## src/rtl/divisor_sequencial.sv

```systemverilog
// Iterative restoring divider: one quotient bit per clock, start/busy/done
// handshake, runtime signed/unsigned mode, registered Q/R/E outputs.
module divisor_sequencial #(
    parameter int WIDTH = 8
) (
    input  logic             clk,
    input  logic             rst,
    input  logic             start,
    input  logic             sinal,
    input  logic [WIDTH-1:0] A,
    input  logic [WIDTH-1:0] B,
    output logic             busy,
    output logic             done,
    output logic [WIDTH-1:0] Q,
    output logic [WIDTH-1:0] R,
    output logic             E
);

    localparam logic [1:0] IDLE = 2'd0;
    localparam logic [1:0] RUN  = 2'd1;
    localparam logic [1:0] FIX  = 2'd2;

    localparam int CW = $clog2(WIDTH + 1);

    logic [1:0]       state;
    logic [CW-1:0]    count;

    // Datapath registers: latched dividend (for the divide-by-zero result),
    // dividend/quotient shift register, divisor magnitude, partial remainder.
    logic [WIDTH-1:0] a_raw;
    logic [WIDTH-1:0] shreg;
    logic [WIDTH-1:0] b_mag;
    logic [WIDTH-1:0] prem;
    logic             neg_q;
    logic             neg_r;
    logic             zero;

    // One restoring step, WIDTH+1 bits wide so the sign of the trial
    // subtraction is visible. Either surviving value is < |B| and fits WIDTH bits.
    logic [WIDTH:0]   shifted;
    logic [WIDTH:0]   diff;

    // Magnitude of an operand; in unsigned mode the value passes through.
    // The most negative value maps onto itself, read as unsigned 2^(WIDTH-1).
    function automatic logic [WIDTH-1:0] magnitude(input logic [WIDTH-1:0] v,
                                                   input logic             s);
        return (s && v[WIDTH-1]) ? (~v + 1'b1) : v;
    endfunction

    // Two's-complement negation when requested; wraps on the most negative value.
    function automatic logic [WIDTH-1:0] apply_sign(input logic [WIDTH-1:0] v,
                                                    input logic             neg);
        return neg ? (~v + 1'b1) : v;
    endfunction

    assign shifted = {prem, shreg[WIDTH-1]};
    assign diff    = shifted - {1'b0, b_mag};
    assign busy    = (state == RUN) || (state == FIX);

    // Control: FSM, step counter and the registered result outputs.
    always_ff @(posedge clk) begin
        if (rst) begin
            state <= IDLE;
            count <= '0;
            done  <= 1'b0;
            Q     <= '0;
            R     <= '0;
            E     <= 1'b0;
        end else begin
            done <= 1'b0;
            case (state)
                IDLE: begin
                    if (start) begin
                        if (B == '0) begin
                            state <= FIX;
                        end else begin
                            state <= RUN;
                            count <= CW'(WIDTH);
                        end
                    end
                end
                RUN: begin
                    count <= count - CW'(1);
                    if (count == CW'(1)) begin
                        state <= FIX;
                    end
                end
                FIX: begin
                    done  <= 1'b1;
                    state <= IDLE;
                    if (zero) begin
                        Q <= '1;
                        R <= a_raw;
                        E <= 1'b1;
                    end else begin
                        Q <= apply_sign(shreg, neg_q);
                        R <= apply_sign(prem, neg_r);
                        E <= 1'b0;
                    end
                end
                default: begin
                    state <= IDLE;
                end
            endcase
        end
    end

    // Datapath: operand capture on an accepted start, then one shift/subtract
    // per RUN cycle. Quotient bits enter shreg from the LSB as dividend bits leave the MSB.
    always_ff @(posedge clk) begin
        case (state)
            IDLE: begin
                if (start) begin
                    a_raw <= A;
                    shreg <= magnitude(A, sinal);
                    b_mag <= magnitude(B, sinal);
                    prem  <= '0;
                    neg_q <= sinal && (A[WIDTH-1] ^ B[WIDTH-1]);
                    neg_r <= sinal && A[WIDTH-1];
                    zero  <= (B == '0);
                end
            end
            RUN: begin
                if (!diff[WIDTH]) begin
                    prem  <= diff[WIDTH-1:0];
                    shreg <= {shreg[WIDTH-2:0], 1'b1};
                end else begin
                    prem  <= shifted[WIDTH-1:0];
                    shreg <= {shreg[WIDTH-2:0], 1'b0};
                end
            end
            default: begin
            end
        endcase
    end

endmodule
```

## config.mk

```make
export PLATFORM = sky130hd
export DESIGN_NAME = divisor_sequencial
export DESIGN_NICKNAME = d
export VERILOG_FILES = /design/src/rtl/divisor_sequencial.sv
export SDC_FILE = /design/constraint.sdc
export NUM_CORES = 1
export LEC_CHECK = 0
export ABC_AREA = 1
export ABC_CLOCK_PERIOD_IN_PS = 2240
export CORE_ASPECT_RATIO = 1.2
export CORE_MARGIN = 5
export CORE_UTILIZATION = 45
export CTS_CLUSTER_SIZE = 8
export DETAILED_ROUTE_END_ITERATION = 8
export DONT_BUFFER_PORTS = 1
export MAX_ROUTING_LAYER = met4
export PLACE_DENSITY = 0.62
export SLEW_MARGIN = 5
export SYNTH_ARGS = -nofsm -noshare
export SYNTH_HDL_FRONTEND = slang
export SYNTH_SLANG_ARGS = --single-unit
export TNS_END_PERCENT = 50
```

## constraint.sdc

```tcl
create_clock -name clk -period 2.24 [get_ports clk]
set_clock_uncertainty 0.2 [all_clocks]
set_input_delay 0.112 -clock clk [delete_from_list [all_inputs] [get_ports clk]]
set_output_delay 0.112 -clock clk [all_outputs]
set_load 0.01 [all_outputs]
```

==> impl_results.md, run 1 <==
* Gr ovfl total at 0
* Netlist cell types at 37
* Worst-Skew Late Latency at 0.34 ns
* Die Wd at 91.2 um
* Final hold viol count at 0
* Core area at between 7000 and 8000 um2
* Synth warn at 0
* Power Dens Cells at 867 nW/um2
* Max-slew violations at 0
* RSZ-0062 raised after global routing: yes
* IO Port Bufs at 0
* CTS tree: built
* Peak supply drop at between 0.0005 and 0.0006 V
* ANT cells at 0
* Most common cell after layout, fill and taps aside: nand2_1
* Hold/Removal Path Class: in2reg
* Io pins at 39
* Core Rows at 35
* Iteration count of the initial detailed-routing pass at 4
* Area growth syn-to-layout at 16.7%
* Layout fillers at about 720
* Static leakage at ~1.9 nW
* Post-route ant nets at 0
* Initial antenna violation count at 0
* Status: finished, final reports clean
* Die span in y at about 110 um
* Kind of critical path: reg2reg
* Residual DRC at 0
* Syn_nets at between 400 and 500
* Layout Nets at ~530
* Most frequent cells in the layout: nand2_1, inv_1, nand3_1
* CTS sink count at between 50 and 60
* H-tree depth at 3
* Via Count at 3,071
* Largest net degree at the start of global routing at 21
* GRT Resource Usage Total at between 10% and 20%
* Critical Path Source Type: flip-flop
* Maxcap violations at 0
* WL final at between 8 and 9 mm
* Post-DR vias/cell at between 5 and 6
* CP Capture Type: flip-flop
* DRT iter0 DRCs at roughly 190
* Clock-pin slew on the worst setup and hold paths at 0.08 ns
* Critical Path AT at between 2 and 2.5 ns
* Max-Slew Margin vs Limit at approximately 49%
* Fin crit period at 2.14 ns
* Vias in the first global route at 2,939
* Clk root buf: clkbuf_8
* Post-DR wirelength/cell at between 10 and 15 um
* Final setup violation count at 0
* Post-DP HPWL at roughly 6.3 mm
* Die Area at about 10000 um2
* Tcrit/Tclk final at 95.4%
* Fmax at approximately 470 MHz
* Total power at roughly 3.6 mW
* Worst-Margin Slew at approximately 0.76 ns
* CP max FO at 6
* Layout cell share with drive strength beyond 1 at between 10% and 20%
* Placer Congestion at approximately 0.84
* Seq/Total Area, Yosys at a little over two fifths
* Register-to-Register Path Depth at 9
* Worst Hold Depth at 5
* Util after Layout at approximately 54%
* Starting Density at 46.2%
* Cell Area, Synth at 3560 um2
* CP Data Required Time at approximately 2.1 ns
* Syn avg cell area at between 7 and 8 um2
* CTS Buffer Depth at 2
* Cts bufs inserted at 9
* First-pass GRT wire length at about 14 mm
* Post-Synthesis Cells at about 460
* Flops & latches, synth at slightly below 60
==> per-stage QoR <==
stage / setup TNS, ns / cell area (um2) / worst slack [ns] / hold slack [ns] / std cells
finish: 0 / 4160 / 0.104 / 0.0158 / 591
CTS: 0 / 4140 / 0.0521 / 0.00810 / 590
global route: -0.0235 / 4160 / -0.0235 / 0.0379 / 591
global placement: 0 / 3700 / 0.103 / -0.0144 / 552
floorplan: 0 / 3560 / 0.182 / 0.0109 / 461
detailed placement: 0 / 3700 / 0.0598 / -0.0131 / 552
==> cell type report <==
cell class | count | area [um2] | area share [%]
Inverter | 79 | 300 | 7.22
Tap cell | 92 | 115 | 2.77
Multi-Input combinational cell | 312 | 1690 | 40.6
Clock inverter | 6 | 70.1 | 1.68
Clock buffer | 10 | 149 | 3.58
Sequential cell | 59 | 1530 | 36.8
Timing Repair Buffer | 33 | 303 | 7.28
==> flip-flops by register name, summed over array words and instances (netlist names) <==
signal / count
prem: 8
b_mag: 8
state: 2
R: 8
done: 1
a_raw: 8
count: 4
zero: 1
shreg: 8
neg_r: 1
neg_q: 1
Q: 8
E: 1
==> power by group <==
group	switching [mW]	internal, mW
Combinational	0.681	0.399
Clock	0.487	0.591
Sequential	0.122	1.33
Total	1.29	2.32
==> path summary, 6_finish.rpt <==
| kind | from | end | slack, ns |
|---|---|---|---|
| setup / recovery | prem[4] | prem[5] | 0.10 |
| hold / removal | A[4] | shreg[7] | 0.02 |
| setup reg to reg | prem[4] | prem[5] | 0.10 |
| hold reg to reg | count[3] | count[3] | 0.28 |
==> routing by layer <==
metal  share of wire (%)  vias up  global-route usage (%)
li1                    -     1575                       -
met1                  44     1401                    22.6
met2                  48       74                    29.9
met3                 5.8       21                    4.06
met4                 3.0        0                    8.70
met5                   0        -                       -
==> what timing repair did <==
action / in CTS / in global routing
buffers inserted: 0 / 1
hold buffers: 22 / 0
gates resized for setup: 0 / 4
hold endpoints to repair: 57 / 0
endpoints found under the setup margin: 0 / 11
==> synth_stat cells, drive strengths merged <==
cell / n / area share [%]
dfxtp: 24 / 13
edfxtp: 35 / 29
inv: 78 / 8.2
nand4: 5 / 0.88
nand3: 58 / 9.1
o211ai: 4 / 0.84
o21ai: 21 / 3.1
ha: 17 / 6.0
o22ai: 1 / 0.18
nor3: 5 / 0.84
a22oi: 1 / 0.21
nor2: 45 / 5.1
xor2: 5 / 1.2
clkinv: 1 / 0.11
fa: 1 / 0.56
a21boi: 1 / 0.21
a21oi: 22 / 3.5
a31oi: 5 / 0.88
buf: 9 / 1.3
nand2: 118 / 14
clkbuf: 2 / 0.21
xnor2: 2 / 0.49
o221ai: 1 / 0.25
==> kinds of logic (layout without fill, tap and decap cells) <==
family          count (synthesis)  in the layout  share of synthesized area, %
compound gates                 56             56                          9.13
fa+ha+maj                      18             18                          6.53
simple gates                  231            231                          29.8
buf+inv                        90            128                          9.80
flops                          59             59                          43.0
xor+xnor                        7              7                          1.72
==> worst max-delay path: stages, from the launching register on <==
cell      delay [ns]
edfxtp_1        0.47
ha_1            0.37
nand2_1         0.08
nand2_1         0.09
a21oi_4         0.25
nand2_4         0.10
nand2_4         0.10
nand2_4         0.07
nor2_1          0.11
nor2_1          0.05
(Power assumes the default switching activity.)
==> inputs of run 2 (changes only) <==
ABC_AREA = 0   (was 1)
==> impl_results.md, run 2 <==
* Core area at 7230 um2 (-6.2%)
* Fin crit period at 2.46 ns (+0.323 ns)
* Power Dens Cells at 1430 nW/um2 (+65%)
* Reg2reg setup slack at -0.22 ns (-0.32 ns)
* First-pass GRT wire length at 13.2 mm (-6.7%)
* Core Rows at 34 (-2.9%)
* Clk root buf: clkbuf_8
* Netlist cell types at 47 (+27%)
* GRT Resource Usage Total at 19.3% (+0.59 points)
* Final setup violation count at 8 (+8)
* Maxcap violations at 0 (unchanged)
* Util after Layout at 58.8% (+4.8 points)
* Synth warn at 0 (unchanged)
* CTS tree: built
* Area contributors post-synth: edfxtp_1, dfxtp_1, ha_1, xnor2_1, o21ai_0
* WL final at 8.22 mm (-3.0%)
* CP max FO at 5 (-1)
* Peak supply drop at 0.000907 V (+69%)
* Post-synthesis compound-gate area fraction at 17.7% (+8.6 points)
* Critical Path AT at 2.44 ns (+0.40 ns)
* Initial antenna violation count at 0 (unchanged)
* CP Capture Type: flip-flop
* Largest net degree at the start of global routing at 25 (+19%)
* CP Data Required Time at 2.22 ns (+0.08 ns)
* Max-Slew Margin vs Limit at 39.7% (-9.2 points)
* IO Port Bufs at 0 (unchanged)
* Worst-Margin Slew at 0.902 ns (+0.137 ns)
* Post-route ant nets at 0 (unchanged)
* CTS sink count at 59 (unchanged)
* Syn avg cell area at 9.78 um2 (+26%)
* Fmax at 407 MHz (-13%)
* Setup_tns at -1.01 ns (-1.01 ns)
* Total power at 6.09 mW (+69%)
* Io pins at 39 (unchanged)
* Post-DR vias/cell at 5.50 (+5.8%)
* Kind of critical path: reg2reg
* Area after DPL at 3670 um2 (-0.74%)
* Layout Nets at 440 (-17%)
* Final Instance Count excl. Fillers at 497 (-16%)
* Starting Density at 46.0% (-0.26 points)
* Die span in y at 104 um (-3.1%)
* Syn_nets at 378 (-24%)
* Dpl cells at 453 (-18%)
* Via Count at 2,732 (-11%)
* Largest area contributor in the synthesized netlist: edfxtp_1
* Vias in the first global route at 2,716 (-7.6%)
* Post-DR wirelength/cell at 16.5 um (+15%)
* R2r endpoint: prem[4]
* Hold/Removal Path Class: in2reg
* Cts bufs inserted at 9 (unchanged)
* Post-Synth XOR/XNOR Area at 6.59% (+4.9 points)
* Layout cell share with drive strength beyond 1 at 18.9% (+6.5 points)
* Failing checks: negative setup slack
* Area growth syn-to-layout at 27.9%
* Flops & latches, synth at 59 (unchanged)
* Register-to-Register Path Depth at 7 (-2)
* Die Area at 9210 um2 (-6.0%)
* Die Wd at 88.5 um (-3.0%)
* Worst Hold Depth at 3 (-2)
* Max-slew violations at 0 (unchanged)
* Ys flop type: edfxtp_1
* Static leakage at 1.68 nW (-13%)
* Iteration count of the initial detailed-routing pass at 4 (unchanged)
* H-tree depth at 3 (unchanged)
* Tcrit/Tclk final at 110% (+14 points)
* Worst-Skew Late Latency at 0.34 ns (about the same)
* Status: finished with violations
* Post-synth EDFFs at 35 (unchanged)
* Adder-Cell Fraction of Synth Area at 7.00% (+0.47 points)
* Main combinational cell family by area after synthesis: compound AO/OA/AOI/OAI gates
* Worst hold path endpoint: b_mag[4]
* HP Start: B[3]
* ANT cells at 0 (unchanged)
* Final hold viol count at 0 (unchanged)
* Critical Path Source Type: flip-flop
* Multiplexer share of the synthesized area at 3.42% (+3.4 points)
* Asr flop ratio synth at 0% (unchanged)
* Gr ovfl total at 0 (unchanged)
* Most frequent cells after synthesis: edfxtp_1, nor2_1, o21ai_0, dfxtp_1, inv_1
* Final instance area at 4250 um2 (+2.3%)
* Count leader, synth: edfxtp_1
* Post-Synthesis Cells at 340 (-26%)
* Simple-gate area share of the yosys netlist at 15.4% (-14 points)
* Cell Area, Synth at 3320 um2 (-6.7%)
* Setup ws final at -0.220 ns (-0.323 ns)
* Layout fillers at 628 (-13%)
* Post-synth top area share at 31.6% (+2.1 points)
* Placer Congestion at 0.902 (+7.6%)
* Residual DRC at 0 (unchanged)
* Seq/Total Area, Yosys at 46.1% (+3.1 points)
* Most frequent cells in the layout: edfxtp_1, buf_4, nor2_1
* DRT iter0 DRCs at 135 (-29%)
* Reg-to-Reg Start: b_mag[0]
* Post-DP HPWL at 5.81 mm (-7.3%)
* CTS Buffer Depth at 2 (unchanged)
* Clock-pin slew on the worst setup and hold paths at 0.08 ns (about the same)
* RSZ-0062 raised after global routing: yes
==> run 2: cell count changes after synthesis, moves of 6 or more <==
cell      change
nand2_1      -89
nand3_1      -49
inv_1        -43
xnor2_1      +14
o21ai_0      +12
inv_2        -11
nand2b_1     +11
nor2_1       -11
mux2i_1       +8
clkbuf_1      +7
o31ai_1       +7
buf_2         -6
nand2_4       -6
nor2b_1       +6
==> run 2: logic make-up (layout without fill, tap and decap cells) <==
| family | after synthesis | count (layout) |
|---|---|---|
| AOI/OAI and AO/OA | 92 | 92 |
| xor gates and xnor gates | 25 | 25 |
| adders and majority gates | 18 | 18 |
| DFF | 59 | 59 |
| buffers and inverters | 34 | 101 |
| and+or+nand+nor | 101 | 101 |
| muxes | 11 | 11 |
==> run 2: where the power goes <==
group / internal [mW] / leakage, nW / total (mW) / switching, mW
Clock: 0.546 / 0.111 / 1.03 / 0.487
Sequential: 1.62 / 0.536 / 2.00 / 0.377
Combinational: 1.52 / 1.04 / 3.07 / 1.54
==> run 2: per-stage QoR <==
stage | worst slack [ns] | hold slack (ns)
2_1_floorplan | -0.181 | -0.0164
3_3_place_gp | -0.156 | -0.0133
3_5_place_dp | -0.187 | -0.0128
4_1_cts | -0.200 | 0.00336
5_1_grt | -0.296 | 0.0294
6_report | -0.220 | 0.0153
==> run 2: worst max path at each step <==
stage / start / endpoint / slack [ns] / cells past startpoint
after floorplan: prem[4] / prem[3] / -0.18 / 6
after global placement: prem[4] / prem[2] / -0.16 / 6
after detailed placement: prem[4] / prem[3] / -0.19 / 6
after CTS: prem[4] / prem[4] / -0.20 / 6
after global routing: b_mag[0] / prem[3] / -0.30 / 7
final: b_mag[0] / prem[4] / -0.22 / 7
==> run 2: layer usage <==
| layer | wire length (um) | global-route usage (%) |
|---|---|---|
| met5 | 0 | - |
| met2 | 3930 | 29.2 |
| met1 | 3550 | 23.9 |
| met3 | 548 | 5.39 |
| met4 | 194 | 8.42 |
==> run 2: what timing repair did <==
item                                    CTS  global route
endpoints found under the hold margin    51             0
endpoints found under the setup margin    9            15
hold buffers                             24             0
resized for setup                         4            20
pin swaps                                 4             9
buffers inserted                          2             2
==> run 2: final cells by class <==
class                   count  area, um2  area share [%]
clock buffers              11        174            4.09
clock inverters             5       40.0           0.941
inverters                  25       93.8            2.21
multi-input cells         247       1780            41.7
flip-flops and latches     59       1530            36.0
well taps                  90        113            2.65
repair buffers             60        526            12.4
==> run 2: critical path: stages (launching register included) <==
cell      delay [ns]
edfxtp_1        0.43
ha_4            0.19
fa_2            0.38
nor2b_4         0.15
o31ai_2         0.08
a21o_1          0.22
or4b_1          0.50
a21oi_1         0.14
